--- src/rtl/button_conditioner.sv ---
// Synchroniser, debouncer and press/release pulse generator for the stopwatch buttons.
// Optional auto-repeat of btn_press while a button is held: define BTN_AUTOREPEAT_EN.
module button_conditioner #(
    parameter int NUM_BTN         = 3,
    parameter int DEBOUNCE_CYCLES = 500000,
    parameter int REPEAT_DELAY    = 25000000,
    parameter int REPEAT_PERIOD   = 5000000
) (
    input  logic               clk,
    input  logic               reset,
    input  logic [NUM_BTN-1:0] btn_raw,
    output logic [NUM_BTN-1:0] btn_level,
    output logic [NUM_BTN-1:0] btn_press,
    output logic [NUM_BTN-1:0] btn_release
);
    localparam int CNT_W = $clog2(DEBOUNCE_CYCLES);
    localparam logic [CNT_W-1:0] CNT_LAST = CNT_W'(DEBOUNCE_CYCLES - 1);

    typedef enum logic [1:0] {STABLE_LOW, WAIT_HIGH, STABLE_HIGH, WAIT_LOW} state_t;

    if (DEBOUNCE_CYCLES < 2 || REPEAT_DELAY < 2 || REPEAT_PERIOD < 2) begin : g_param_check
        $error("button_conditioner: DEBOUNCE_CYCLES, REPEAT_DELAY and REPEAT_PERIOD must be >= 2");
    end

    logic [NUM_BTN-1:0] sync1;
    logic [NUM_BTN-1:0] sync2;
    state_t             state      [NUM_BTN];
    state_t             state_next [NUM_BTN];
    logic [CNT_W-1:0]   cnt        [NUM_BTN];
    logic [CNT_W-1:0]   cnt_next   [NUM_BTN];
    logic [NUM_BTN-1:0] level_next;
    logic [NUM_BTN-1:0] press_next;
    logic [NUM_BTN-1:0] release_next;
    logic [NUM_BTN-1:0] rpt_fire;

    always_ff @(posedge clk) begin
        if (reset) begin
            sync1       <= '0;
            sync2       <= '0;
            btn_level   <= '0;
            btn_press   <= '0;
            btn_release <= '0;
            for (int i = 0; i < NUM_BTN; i++) begin
                state[i] <= STABLE_LOW;
                cnt[i]   <= '0;
            end
        end else begin
            sync1       <= btn_raw;
            sync2       <= sync1;
            btn_level   <= level_next;
            btn_press   <= press_next;
            btn_release <= release_next;
            for (int i = 0; i < NUM_BTN; i++) begin
                state[i] <= state_next[i];
                cnt[i]   <= cnt_next[i];
            end
        end
    end

    // The counter restarts at 1 on the first differing sample and saturates at the accept point.
    always_comb begin
        for (int i = 0; i < NUM_BTN; i++) begin
            state_next[i] = state[i];
            cnt_next[i]   = cnt[i];
            case (state[i])
                STABLE_LOW: begin
                    if (sync2[i]) begin
                        state_next[i] = WAIT_HIGH;
                        cnt_next[i]   = CNT_W'(1);
                    end
                end
                WAIT_HIGH: begin
                    if (!sync2[i]) begin
                        state_next[i] = STABLE_LOW;
                        cnt_next[i]   = '0;
                    end else if (cnt[i] == CNT_LAST) begin
                        state_next[i] = STABLE_HIGH;
                        cnt_next[i]   = '0;
                    end else begin
                        cnt_next[i] = cnt[i] + 1'b1;
                    end
                end
                STABLE_HIGH: begin
                    if (!sync2[i]) begin
                        state_next[i] = WAIT_LOW;
                        cnt_next[i]   = CNT_W'(1);
                    end
                end
                WAIT_LOW: begin
                    if (sync2[i]) begin
                        state_next[i] = STABLE_HIGH;
                        cnt_next[i]   = '0;
                    end else if (cnt[i] == CNT_LAST) begin
                        state_next[i] = STABLE_LOW;
                        cnt_next[i]   = '0;
                    end else begin
                        cnt_next[i] = cnt[i] + 1'b1;
                    end
                end
                default: begin
                    state_next[i] = STABLE_LOW;
                    cnt_next[i]   = '0;
                end
            endcase
        end
    end

    always_comb begin
        level_next   = btn_level;
        press_next   = '0;
        release_next = '0;
        for (int i = 0; i < NUM_BTN; i++) begin
            if (state[i] == WAIT_HIGH && sync2[i] && cnt[i] == CNT_LAST) begin
                level_next[i] = 1'b1;
                press_next[i] = 1'b1;
            end
            if (state[i] == WAIT_LOW && !sync2[i] && cnt[i] == CNT_LAST) begin
                level_next[i]   = 1'b0;
                release_next[i] = 1'b1;
            end
            // A repeat that coincides with the release accept is dropped.
            if (rpt_fire[i] && !release_next[i]) begin
                press_next[i] = 1'b1;
            end
        end
    end

`ifdef BTN_AUTOREPEAT_EN
    localparam int RPT_MAX = (REPEAT_DELAY > REPEAT_PERIOD) ? REPEAT_DELAY : REPEAT_PERIOD;
    localparam int RPT_W   = $clog2(RPT_MAX + 1);
    localparam logic [RPT_W-1:0] RPT_DELAY_LAST  = RPT_W'(REPEAT_DELAY - 1);
    localparam logic [RPT_W-1:0] RPT_PERIOD_LAST = RPT_W'(REPEAT_PERIOD - 1);

    logic [RPT_W-1:0]   rpt_cnt [NUM_BTN];
    logic [NUM_BTN-1:0] rpt_first_done;

    always_comb begin
        rpt_fire = '0;
        for (int i = 0; i < NUM_BTN; i++) begin
            if (state[i] == STABLE_HIGH || state[i] == WAIT_LOW) begin
                rpt_fire[i] = rpt_first_done[i] ? (rpt_cnt[i] == RPT_PERIOD_LAST)
                                                : (rpt_cnt[i] == RPT_DELAY_LAST);
            end
        end
    end

    // Counting continues across WAIT_LOW bounces; only leaving level 1 clears it.
    always_ff @(posedge clk) begin
        if (reset) begin
            rpt_first_done <= '0;
            for (int i = 0; i < NUM_BTN; i++) begin
                rpt_cnt[i] <= '0;
            end
        end else begin
            for (int i = 0; i < NUM_BTN; i++) begin
                if ((state[i] == STABLE_HIGH || state[i] == WAIT_LOW) && !release_next[i]) begin
                    if (rpt_fire[i]) begin
                        rpt_cnt[i]        <= '0;
                        rpt_first_done[i] <= 1'b1;
                    end else begin
                        rpt_cnt[i] <= rpt_cnt[i] + 1'b1;
                    end
                end else begin
                    rpt_cnt[i]        <= '0;
                    rpt_first_done[i] <= 1'b0;
                end
            end
        end
    end
`else
    assign rpt_fire = '0;
`endif

endmodule

--- config.mk ---
export PLATFORM = sky130hd
export DESIGN_NAME = button_conditioner
export DESIGN_NICKNAME = d
export VERILOG_FILES = /design/src/rtl/button_conditioner.sv
export SDC_FILE = /design/constraint.sdc
export NUM_CORES = 1
export LEC_CHECK = 0
export ABC_AREA = 1
export ABC_CLOCK_PERIOD_IN_PS = 3600
export BUFFER_PORTS_ARGS = -buffer_cell sky130_fd_sc_hd__buf_2
export CAP_MARGIN = 20
export CORE_MARGIN = 4
export CORE_UTILIZATION = 55
export CTS_CLUSTER_SIZE = 20
export DETAILED_ROUTE_END_ITERATION = 7
export HOLD_SLACK_MARGIN = 0.06
export PLACE_DENSITY = 0.72
export SKIP_CTS_REPAIR_TIMING = 1
export SLEW_MARGIN = 20
export SYNTH_ARGS = -nofsm -noshare
export SYNTH_HDL_FRONTEND = slang
export SYNTH_SLANG_ARGS = --single-unit
--- constraint.sdc ---
create_clock -name clk -period 3.6 [get_ports clk]
set_input_delay 0.36 -clock clk [delete_from_list [all_inputs] [get_ports clk]]
set_output_delay 0.36 -clock clk [all_outputs]
set_load 0.05 [all_outputs]
## Yosys cells after proc, flatten, opt, wreduce, memory -nomap -nowiden

Memory sizes are Yosys's and may differ from the RTL's.
Cells that the tools add are included.

| word-level totals | value |
|---|---|
| register bits after elaboration | 15 |
| bits in latches | 0 |
| memory bits (writable) | 63 |
| ROM bits | 0 |
| logic and storage cells | 105 |
| memories kept | 2 |

| cells by class | value |
|---|---|
| add/sub/neg operators | 3 |
| multipliers | 0 |
| divide/modulo/power cells | 0 |
| $lt $le $gt $ge | 0 |
| equal/unequal tests | 12 |
| shift-type cells | 0 |
| muxes and demuxes | 54 |
| bitwise logic cells | 6 |
| reduce and logical (&&, ||, !) cells | 21 |

Memories:

| name | depth | bits a word | rd ports | clocked after memory_dff | wr ports | line | text |
|---|---|---|---|---|---|---|---|
| cnt | 3 | 19 | 3 | 0 | 3 | 29 | `logic [CNT_W-1:0] cnt [NUM_BTN];` |
| state | 3 | 2 | 3 | 0 | 3 | 27 | `state_t state [NUM_BTN];` |

Operators with widths:

| cell | count |
|---|---|
| two-way mux 19 bit | 18 |
| case mux 19 bit (4 select lines) | 3 |
| adder 19 x 1 -> 19 bit (second input constant) | 3 |
| equality test 19 bit (second input constant) | 3 |
| two-way mux 2 bit | 21 |
| case mux 2 bit (4 select lines) | 3 |
| equality test 2 bit (second input constant) | 6 |
| logical AND 1 bit | 12 |
| two-way mux 1 bit | 9 |
| equality test 2 x 1 -> 1 bit (second input constant) | 3 |
| zero test 2 bit | 3 |
| OR 1 bit | 6 |
| OR reduction 2 bit | 3 |
| zero test 1 bit | 3 |

## Longest topological paths before layout

Gate-level depths: netlist of run 1.
An unclocked memory read counts as a cell.

| depth | value |
|---|---|
| word-level depth | 6 |
| gate-level depth with buffers | 11 |
| gate-level depth less buffers | 11 |

## Worst setup path after synthesis of run 1

OpenSTA, ideal clock, no wires.

| timing path | value |
|---|---|
| path kind | reg2reg |
| start point | mem cnt[0][19] in the netlist's numbering |
| end point | mem cnt[0][33] in the netlist's numbering |
| setup time | 131 ps |
| arrival time | 1400 ps |
| slack | 2070 ps |
| stages on the path, launching flop included | 10 |
| clock period less this slack | 1530 ps |
| cell sequence | dfxtp_1 > ha_1 > nand2_2 > nor2_8 > nand3_2 > nand2_2 > inv_2 > buf_6 > nand2_1 > a21oi_2 |

RTL lines:

| element | line |
|---|---|
| start, declared | 29 |

==> impl_metrics.ini, run 1 <==
[outcome]
outcome = completed

[global_routing]
grt_usage_pct = 20.85
antenna_found_initial = 0
grt_overflow = 0
grt_pass1_vias = 3923
grt_max_degree = 51
grt_pass1_wl_mm = 17.10

[yosys]
yosysTopAreaCell = dfxtp_1
yosysSeqAreaShare_pct = 35.22
synth_seq_cells = 78
netlist_top_cells_area = dfxtp_1, nand2_1, nor2_1
synth-compound-area-share_pct = 10.50
synthArstFlopShare_pct = 0
yosys-top-cells-count = nand2_1, nor2_1, inv_1, dfxtp_1, nand3_1
synthMuxAreaShare_pct = 0
yosysUniqueCellTypes = 32
syn_area_um2 = 4433
synth_top_family_by_area = simple AND/OR/NAND/NOR gates
ys.flop_type = dfxtp_1
yosys.area_share.simple_pct = 40.56
synth_most_common_cell = nand2_1
synthCells = 703
synth_top_cell_area_share_pct = 35.22
synth_nets = 711
synth_edf_count = 0
synth-adder-area-share_pct = 0.8467
synth.avg_cell_area_um2 = 6.306
yosysWarnings = 0
synth_xor_xnor_area_share_pct = 2.568

[drt]
drt-initial-drc-count = 253
viasPerCell = 5.203
dr.pass1.iters = 5
ant_nets = 0
vias = 4246
wl_per_cell_um = 11.80
drc_errors = 0
drt-total-wl_mm = 9.629

[layout]
fin_nets = 718
instances_no_fill = 816
finish.instance_area_um2 = 4748
area_growth_pct = 7.113
drive_above_1_share_pct = 8.824
diodes = 0

[cts]
max-clock-path-buffers = 2
cts_tree = yes
clk-insertion-delay-late_ps = 340
cts_sinks = 78
cts-root-buf = clkbuf_8
clk_pin_slew_ps = 80
cts_buffers = 9
h-tree-depth = 3

[timing]
holdWs_ps = 222.3
max_freq_mhz = 577.1
setup_tns_ps = 0
slew_headroom_pct = 43.78
rsz0062_at_grt = false
min_period_ps = 1733
fin_crit_sh_pct = 48.13
fin_skew_ps = 7.348
hold_viol_final = 0
setup_violations = 0
worst_pin_slew_ps = 838.1
drv_slew = 0

[critical_path]
crit_path_start_kind = flip-flop
cp.arrival_ps = 1930
critical_path.max_fanout = 11
crit_path_end_kind = flip-flop
cp.required_ps = 3800
crit_type = reg -> reg

[power_and_ir_drop]
p_per_area_nw_per_um2 = 363.0
power.leakage_nw = 1.853
p_total_w = 0.001724
ir_drop_mv = 0.1921

[placement]
port_buffers = 13
gp_congestion = 0.9253
place_area_um2 = 4526
dp_cells = 801
dp_hpwl_mm = 6.897

[run]
maxCapViolations = 0

[die]
pin_count = 14
die_w_um = 97.78
row_count = 32
start_util_pct = 57.07
die_area_um2 = 9560
die_h_um = 97.78
core_um2 = 7767

[min_path]
hold_class = in -> reg
power breakdown:
group	total, W	internal, W	leakage, nW	switching, W
Combinational	0.000105	0.0000247	1.11	0.0000802
Clock	0.000732	0.000425	0.109	0.000306
Sequential	0.000887	0.000875	0.631	0.0000122
routing by layer:
layer | wire length (µm) | track usage, % | up-vias
met4 | 89 | 5.325 | 0
met3 | 473 | 3.857 | 10
met2 | 4420 | 35.69 | 106
li1 | - | - | 2236
met1 | 4645 | 27.18 | 1894
met5 | 0 | 0 | -
worst paths after layout:
check	cells past startpoint	startpoint	to	slack, ps
setup / recovery	8	cnt[0][19]$_SDFFE_PP0P_	cnt[0][27]$_SDFFE_PP0P_	1870
hold / removal	3	btn_raw[0]	sync1[0]$_SDFF_PP0_	220
setup reg to reg	8	cnt[0][19]$_SDFFE_PP0P_	cnt[0][27]$_SDFFE_PP0P_	1870
hold reg to reg	2	sync1[2]$_SDFF_PP0_	sync2[2]$_SDFF_PP0_	400
kinds of logic (layout without fill, tap and decap cells):
family,Yosys count,count (layout)
adder cells (fa/ha/maj),3,3
XOR/XNOR,13,13
flip-flops,78,78
buffers and inverters,111,122
AND/OR/NAND/NOR,410,410
AO/OA/AOI/OAI,88,88
metrics by stage:
| step | setup WS (ps) | util, % |
|---|---|---|
| floorplan | 2070 | - |
| global placement | 1973 | 58.26 |
| finish | 1867 | 61.13 |
| global route | 1793 | 61.13 |
| CTS | 1893 | 61.13 |
| detailed placement | 1910 | 58.26 |
worst max-delay path, stage by stage (launching register included):
cell and delay (ps):
dfxtp_1 390, ha_1 310, nand2_2 150, nor2_8 180, nand3_2 100, nand2_2 150
inv_2 140, nand3_1 110, a21oi_1 70
state kept, by name, indices dropped and copies added, names as in the netlist, named ones only:
| signal | cells |
|---|---|
| btn_release | 3 |
| sync1 | 3 |
| sync2 | 3 |
| state | 3 |
| cnt | 57 |
| btn_level | 3 |
| btn_press | 3 |
layout by cell type (no fill, tap or decap), types with 5 or more instances in the layout:
cell type    n
nand2_1    190
nor2_1     102
inv_1       85
dfxtp_1     78
nand3_1     63
a21oi_1     48
o21ai_0     31
nand4_1     19
buf_2       13
clkbuf_8    11
nor2_2      10
nor3_1      10
xor2_1       8
inv_2        7
nor2_4       5
nand2_2      5
xnor2_1      5
layout make-up:
| class | count | area [µm²] |
|---|---|---|
| sequential | 78 | 1562 |
| timing repair buffer | 14 | 72.57 |
| clock buffer | 12 | 155.1 |
| clock inverter | 3 | 67.56 |
| multi-input combinational | 514 | 2415 |
| tap | 102 | 127.6 |
| inverter | 93 | 349.1 |
| fill | 764 | 3019 |
Power figures use the tool's default switching activity.
==> run 2, diff against run 1 <==
Settings changed: ABC_CLOCK_PERIOD_IN_PS 3600 to 1730.
Clock period 3.6 ns to 1.73 ns, I/O delays scaled along.
==> impl_metrics.ini, run 2 (same netlist as run 1, synthesis figures left out) <==
[critical_path]
critical_path.max_fanout = 11
cp.arrival_ps = 1840
crit_type = reg -> reg
crit_path_start_kind = flip-flop
cp.required_ps = 1970
crit_path_end_kind = flip-flop

[die]
row_count = 32
die_area_um2 = 9560
die_h_um = 97.78
core_um2 = 7767
start_util_pct = 57.07
die_w_um = 97.78
pin_count = 14

[placement]
gp_congestion = 0.9284
place_ws_ps = 81.60
dp_hpwl_mm = 7.051
port_buffers = 13
dp_cells = 803

[drt]
ant_nets = 0
wl_per_cell_um = 12.02
vias = 4277
viasPerCell = 5.210
drt-total-wl_mm = 9.870
dr.pass1.iters = 5
drt-initial-drc-count = 244
drc_errors = 0

[timing]
hold_viol_final = 0
rsz0062_at_grt = false
max_freq_mhz = 625.6
worst_pin_slew_ps = 557.3
min_period_ps = 1598
slew_headroom_pct = 62.85
drv_slew = 0
fin_crit_sh_pct = 92.40
setup_tns_ps = 0
setup_violations = 0
fin_skew_ps = 11.69
setup_slack_ps = 131.5

[power_and_ir_drop]
ir_drop_mv = 0.4898
switching_share_pct = 25.02
p_per_area_nw_per_um2 = 718.1
combPwrFrac_pct = 6.7
seqPwrFrac_pct = 53.8
intPower_w = 0.002576
pwr-share-clk_pct = 39.5
power.leakage_nw = 1.864
p_sw_w = 0.0008596

[cts]
cts_tree = yes
cts_sinks = 78
cts-root-buf = clkbuf_8
clk_pin_slew_ps = 90
h-tree-depth = 3
clk-insertion-delay-late_ps = 350
cts_buffers = 9
max-clock-path-buffers = 2

[global_routing]
grt_usage_pct = 20.84
grt_overflow = 0
antenna_found_initial = 0
grt_pass1_wl_mm = 17.07
grt_pass1_vias = 3848
grt_max_degree = 51

[layout]
final_cell_mix = nand2_1, nor2_1, inv_1, dfxtp_1, nand3_1
fill_cells = 770
drive_above_1_share_pct = 9.736
multiInputGateArea_um2 = 2422
area_growth_pct = 7.931
diodes = 0
regMostFlops = cnt
layout_commonest_cell = nand2_1
largest_register_ffs = 57
ff_latch_area_um2 = 1564
instances_no_fill = 821
fin_nets = 723

[outcome]
outcome = completed

[min_path]
hold_class = in -> reg

[run]
maxCapViolations = 0
==> run 2: changes by cell type in the layout (fill, tap and decap cells not counted), moves of 2 or more <==
cell	previous run	this run
dlygate4sd3_1	0	3
clkinv_2	0	2
dfxtp_1	78	76
dfxtp_2	0	2
nor2_1	102	100
nor2_2	10	12
==> run 2: worst max-delay path, stage by stage (launching register included) <==
cell	delay, ps
dfxtp_1	400
ha_1	200
nand2_2	110
nor2_8	180
nand3_2	110
nand2_2	160
inv_2	140
o21ai_0	100
a21oi_1	100
==> run 2: power groups by stage <==
| stage | Clock, W | Combinational [W] | Sequential, W |
|---|---|---|---|
| 2_1_floorplan | 0 | 0.000182 | 0.00188 |
| 3_3_place_gp | 0 | 0.000222 | 0.00189 |
| 3_5_place_dp | 0 | 0.000225 | 0.00189 |
| 4_1_cts | 0.00139 | 0.000226 | 0.00185 |
| 5_1_grt | 0.00146 | 0.000259 | 0.00185 |
| 6_report | 0.00136 | 0.000230 | 0.00185 |
==> run 2: path summary, 6_finish.rpt <==
check | from | cells past startpoint | slack (ps) | endpoint
min | reset | 4 | 350 | cnt[0][2]$_SDFFE_PP0P_
min reg2reg | sync1[2]$_SDFF_PP0_ | 2 | 410 | sync2[2]$_SDFF_PP0_
max reg2reg | cnt[0][19]$_SDFFE_PP0P_ | 8 | 130 | cnt[0][22]$_SDFFE_PP0P_
max | cnt[0][19]$_SDFFE_PP0P_ | 8 | 130 | cnt[0][22]$_SDFFE_PP0P_
==> run 2: per-stage QoR <==
stage / area (µm²) / power [W] / hold slack (ps) / utilization, %
detailed placement: 4553 / 0.002115 / 382.1 / 58.62
floorplan: 4433 / 0.002065 / 280.0 / -
global placement: 4553 / 0.002109 / 372.6 / 58.62
finish: 4785 / 0.003436 / 347.3 / 61.60
CTS: 4742 / 0.003458 / 22.72 / 61.05
global route: 4785 / 0.003569 / 380.6 / 61.60
==> run 2: final cells by class <==
type	instances	share of cell area, %
multi-input cells	514	50.63
flip-flops and latches	78	32.69
inverters	93	7.348
clock buffers	11	2.955
repair buffers	19	2.720
well taps	102	2.667
clock inverters	4	0.9937
==> run 2: layer usage <==
metal  share of wire (%)  routed length [µm]  GRT usage (%)  vias up
li1                    -                   -              -     2257
met1                  49                4880          28.17     1930
met2                  45                4466          34.21       83
met3                 4.3                 426          3.643        7
met4                0.98                  97          6.070        0
met5                   0                   0              0        -
==> run 3, diff against run 2 <==
--- a/config.mk
+++ b/config.mk
@@ -12,3 +12,3 @@
 export CORE_MARGIN = 4
-export CORE_UTILIZATION = 55
+export CORE_UTILIZATION = 35
 export CTS_CLUSTER_SIZE = 20
@@ -16,3 +16,2 @@
 export HOLD_SLACK_MARGIN = 0.06
-export PLACE_DENSITY = 0.72
 export SKIP_CTS_REPAIR_TIMING = 1
--- a/constraint.sdc
+++ b/constraint.sdc
@@ -3,2 +3,2 @@
 set_output_delay 0.173 -clock clk [all_outputs]
-set_load 0.05 [all_outputs]
+set_load 0.01 [all_outputs]
==> impl_metrics.ini, run 3 (same netlist as run 1, synthesis figures left out) <==
[power_and_ir_drop]
ir_drop_mv = 0.6680
intPower_w = 0.003449
combPwrFrac_pct = 5.4
p_per_area_nw_per_um2 = 874.1
pwr-share-clk_pct = 53.0
p_sw_w = 0.0009900
switching_share_pct = 22.30
seqPwrFrac_pct = 41.6
power.leakage_nw = 1.965

[global_routing]
grt_pass1_vias = 3916
grt_max_degree = 39
grt_usage_pct = 14.88
grt_pass1_wl_mm = 17.83
antenna_found_initial = 0
grt_overflow = 0

[timing]
worst_pin_slew_ps = 462.3
drv_slew = 0
setup_tns_ps = 0
fin_skew_ps = 4.979
holdWs_ps = 191.3
max_freq_mhz = 646.8
rsz0062_at_grt = false
min_period_ps = 1546
hold_viol_final = 0
fin_crit_sh_pct = 89.37
setup_violations = 0
setup_slack_ps = 183.9
slew_headroom_pct = 69.11

[critical_path]
cp.arrival_ps = 1780
cp.required_ps = 1960
critical_path.max_fanout = 16
crit_path_start_kind = flip-flop
cp_cell_sequence = ha_2 > nand2_1 > nor2_2 > nand2_1 > nor2_1 > nand2_1 > nand2_2 > inv_4 > o21ai_0 > a21oi_1
critical_path.slowest_cell = dfxtp_1
r2r_end = cnt[0][3]$_SDFFE_PP0P_
rrSetupSlack_ps = 180
crit_type = reg -> reg
rr_worst_depth = 10
regToRegStartpoint = cnt[0][0]$_SDFFE_PP0P_
max_stage_delay_ps = 370
crit_end = cnt[0][3]$_SDFFE_PP0P_
path_delay_family = simple AND/OR/NAND/NOR gates
crit_top_cell = nand2_1
crit_path_end_kind = flip-flop
setup.worst_path.start = cnt[0][0]$_SDFFE_PP0P_
cp_num_buf_inv = 1
cp_num_cells = 10

[drt]
ant_nets = 0
drt-total-wl_mm = 10.28
dr.pass1.iters = 4
drc_errors = 0
vias = 4217
drt-initial-drc-count = 377
wl_per_cell_um = 11.53
viasPerCell = 4.728

[layout]
fill_cells = 1326
drive_above_1_share_pct = 10.36
fin_nets = 727
largest_register_ffs = 57
area_growth_pct = 14.56
final_cell_mix = nand2_1, nor2_1, inv_1, dfxtp_1, nand3_1
regMostFlops = cnt
finish.instance_area_um2 = 5079
layout_commonest_cell = nand2_1
diodes = 0

[cts]
cts_sinks = 78
cts_tree = yes
cts-root-buf = clkbuf_16
h-tree-depth = 3
max-clock-path-buffers = 2
cts_buffers = 9
clk-insertion-delay-late_ps = 350
clk_pin_slew_ps = 60

[die]
core_um2 = 12210
row_count = 40
die_h_um = 120.5
die_w_um = 120.5
start_util_pct = 36.30
pin_count = 14
die_area_um2 = 14530

[placement]
place_ws_ps = 117.4
gp_congestion = 0.9012
place_area_um2 = 4666
dp_hpwl_mm = 7.252
port_buffers = 13

[outcome]
outcome = completed

[run]
maxCapViolations = 0

[min_path]
hold_class = in -> reg
==> run 3: cell types whose count changed in the layout (fill, tap and decap cells not counted), moves of 2 or more <==
cell	previous run	this run
bufinv_16	1	4
dfxtp_1	76	78
clkbuf_8	10	0
clkinv_2	2	0
dfxtp_2	2	0
buf_4	2	6
clkbuf_16	0	9
==> run 3: layer usage <==
layer	part of all wire (%)	vias to the layer above	GRT usage, %
li1	-	2258	-
met1	51	1916	19.84
met2	45	36	23.65
met3	2.8	7	4.630
met4	0.93	0	3.399
met5	0	-	0
==> run 3: worst min-delay path by stage <==
| stage | startpoint | to | slack (ps) | cells past startpoint |
|---|---|---|---|---|
| after CTS | btn_raw[1] | sync1[1]$_SDFF_PP0_ | 20 | 3 |
| final | reset | sync2[0]$_SDFF_PP0_ | 190 | 2 |
| after global placement | btn_raw[2] | sync1[2]$_SDFF_PP0_ | 380 | 3 |
| after detailed placement | btn_raw[2] | sync1[2]$_SDFF_PP0_ | 390 | 3 |
| after floorplan | btn_raw[0] | sync1[0]$_SDFF_PP0_ | 280 | 2 |
| after global routing | reset | sync2[0]$_SDFF_PP0_ | 210 | 2 |
==> run 3: power groups by stage <==
| stage | Combinational [W] | Sequential, W | Clock [W] |
|---|---|---|---|
| after floorplan | 0.000182 | 0.00188 | 0 |
| after CTS | 0.000235 | 0.00185 | 0.00241 |
| after global routing | 0.000273 | 0.00185 | 0.00248 |
| final | 0.000239 | 0.00185 | 0.00235 |
| after detailed placement | 0.000235 | 0.00189 | 0 |
| after global placement | 0.000232 | 0.00189 | 0 |
==> run 3: cell type report <==
class / instances / area, µm² / share of cell area (%)
repair buffers: 23 / 160.2 / 3.153
clock inverters: 7 / 145.1 / 2.858
well taps: 168 / 210.2 / 4.139
multi-input cells: 514 / 2425 / 47.75
inverters: 93 / 351.6 / 6.923
clock buffers: 9 / 225.2 / 4.435
flip-flops and latches: 78 / 1562 / 30.75
==> run 3: worst reg2reg max path, stage by stage, from the launching register on <==
cell and delay, ps:
dfxtp_1 370, ha_2 220, nand2_1 70, nor2_2 100
nand2_1 100, nor2_1 110, nand2_1 90, nand2_2 110
inv_4 100, o21ai_0 90, a21oi_1 80
==> run 3: stage by stage <==
step	instances	utilization (%)	power, W
after floorplan	703	-	0.002065
after global placement	873	38.21	0.002118
after detailed placement	873	38.21	0.002122
after CTS	889	41.24	0.004496
after global routing	892	41.59	0.004608
final	892	41.59	0.004439
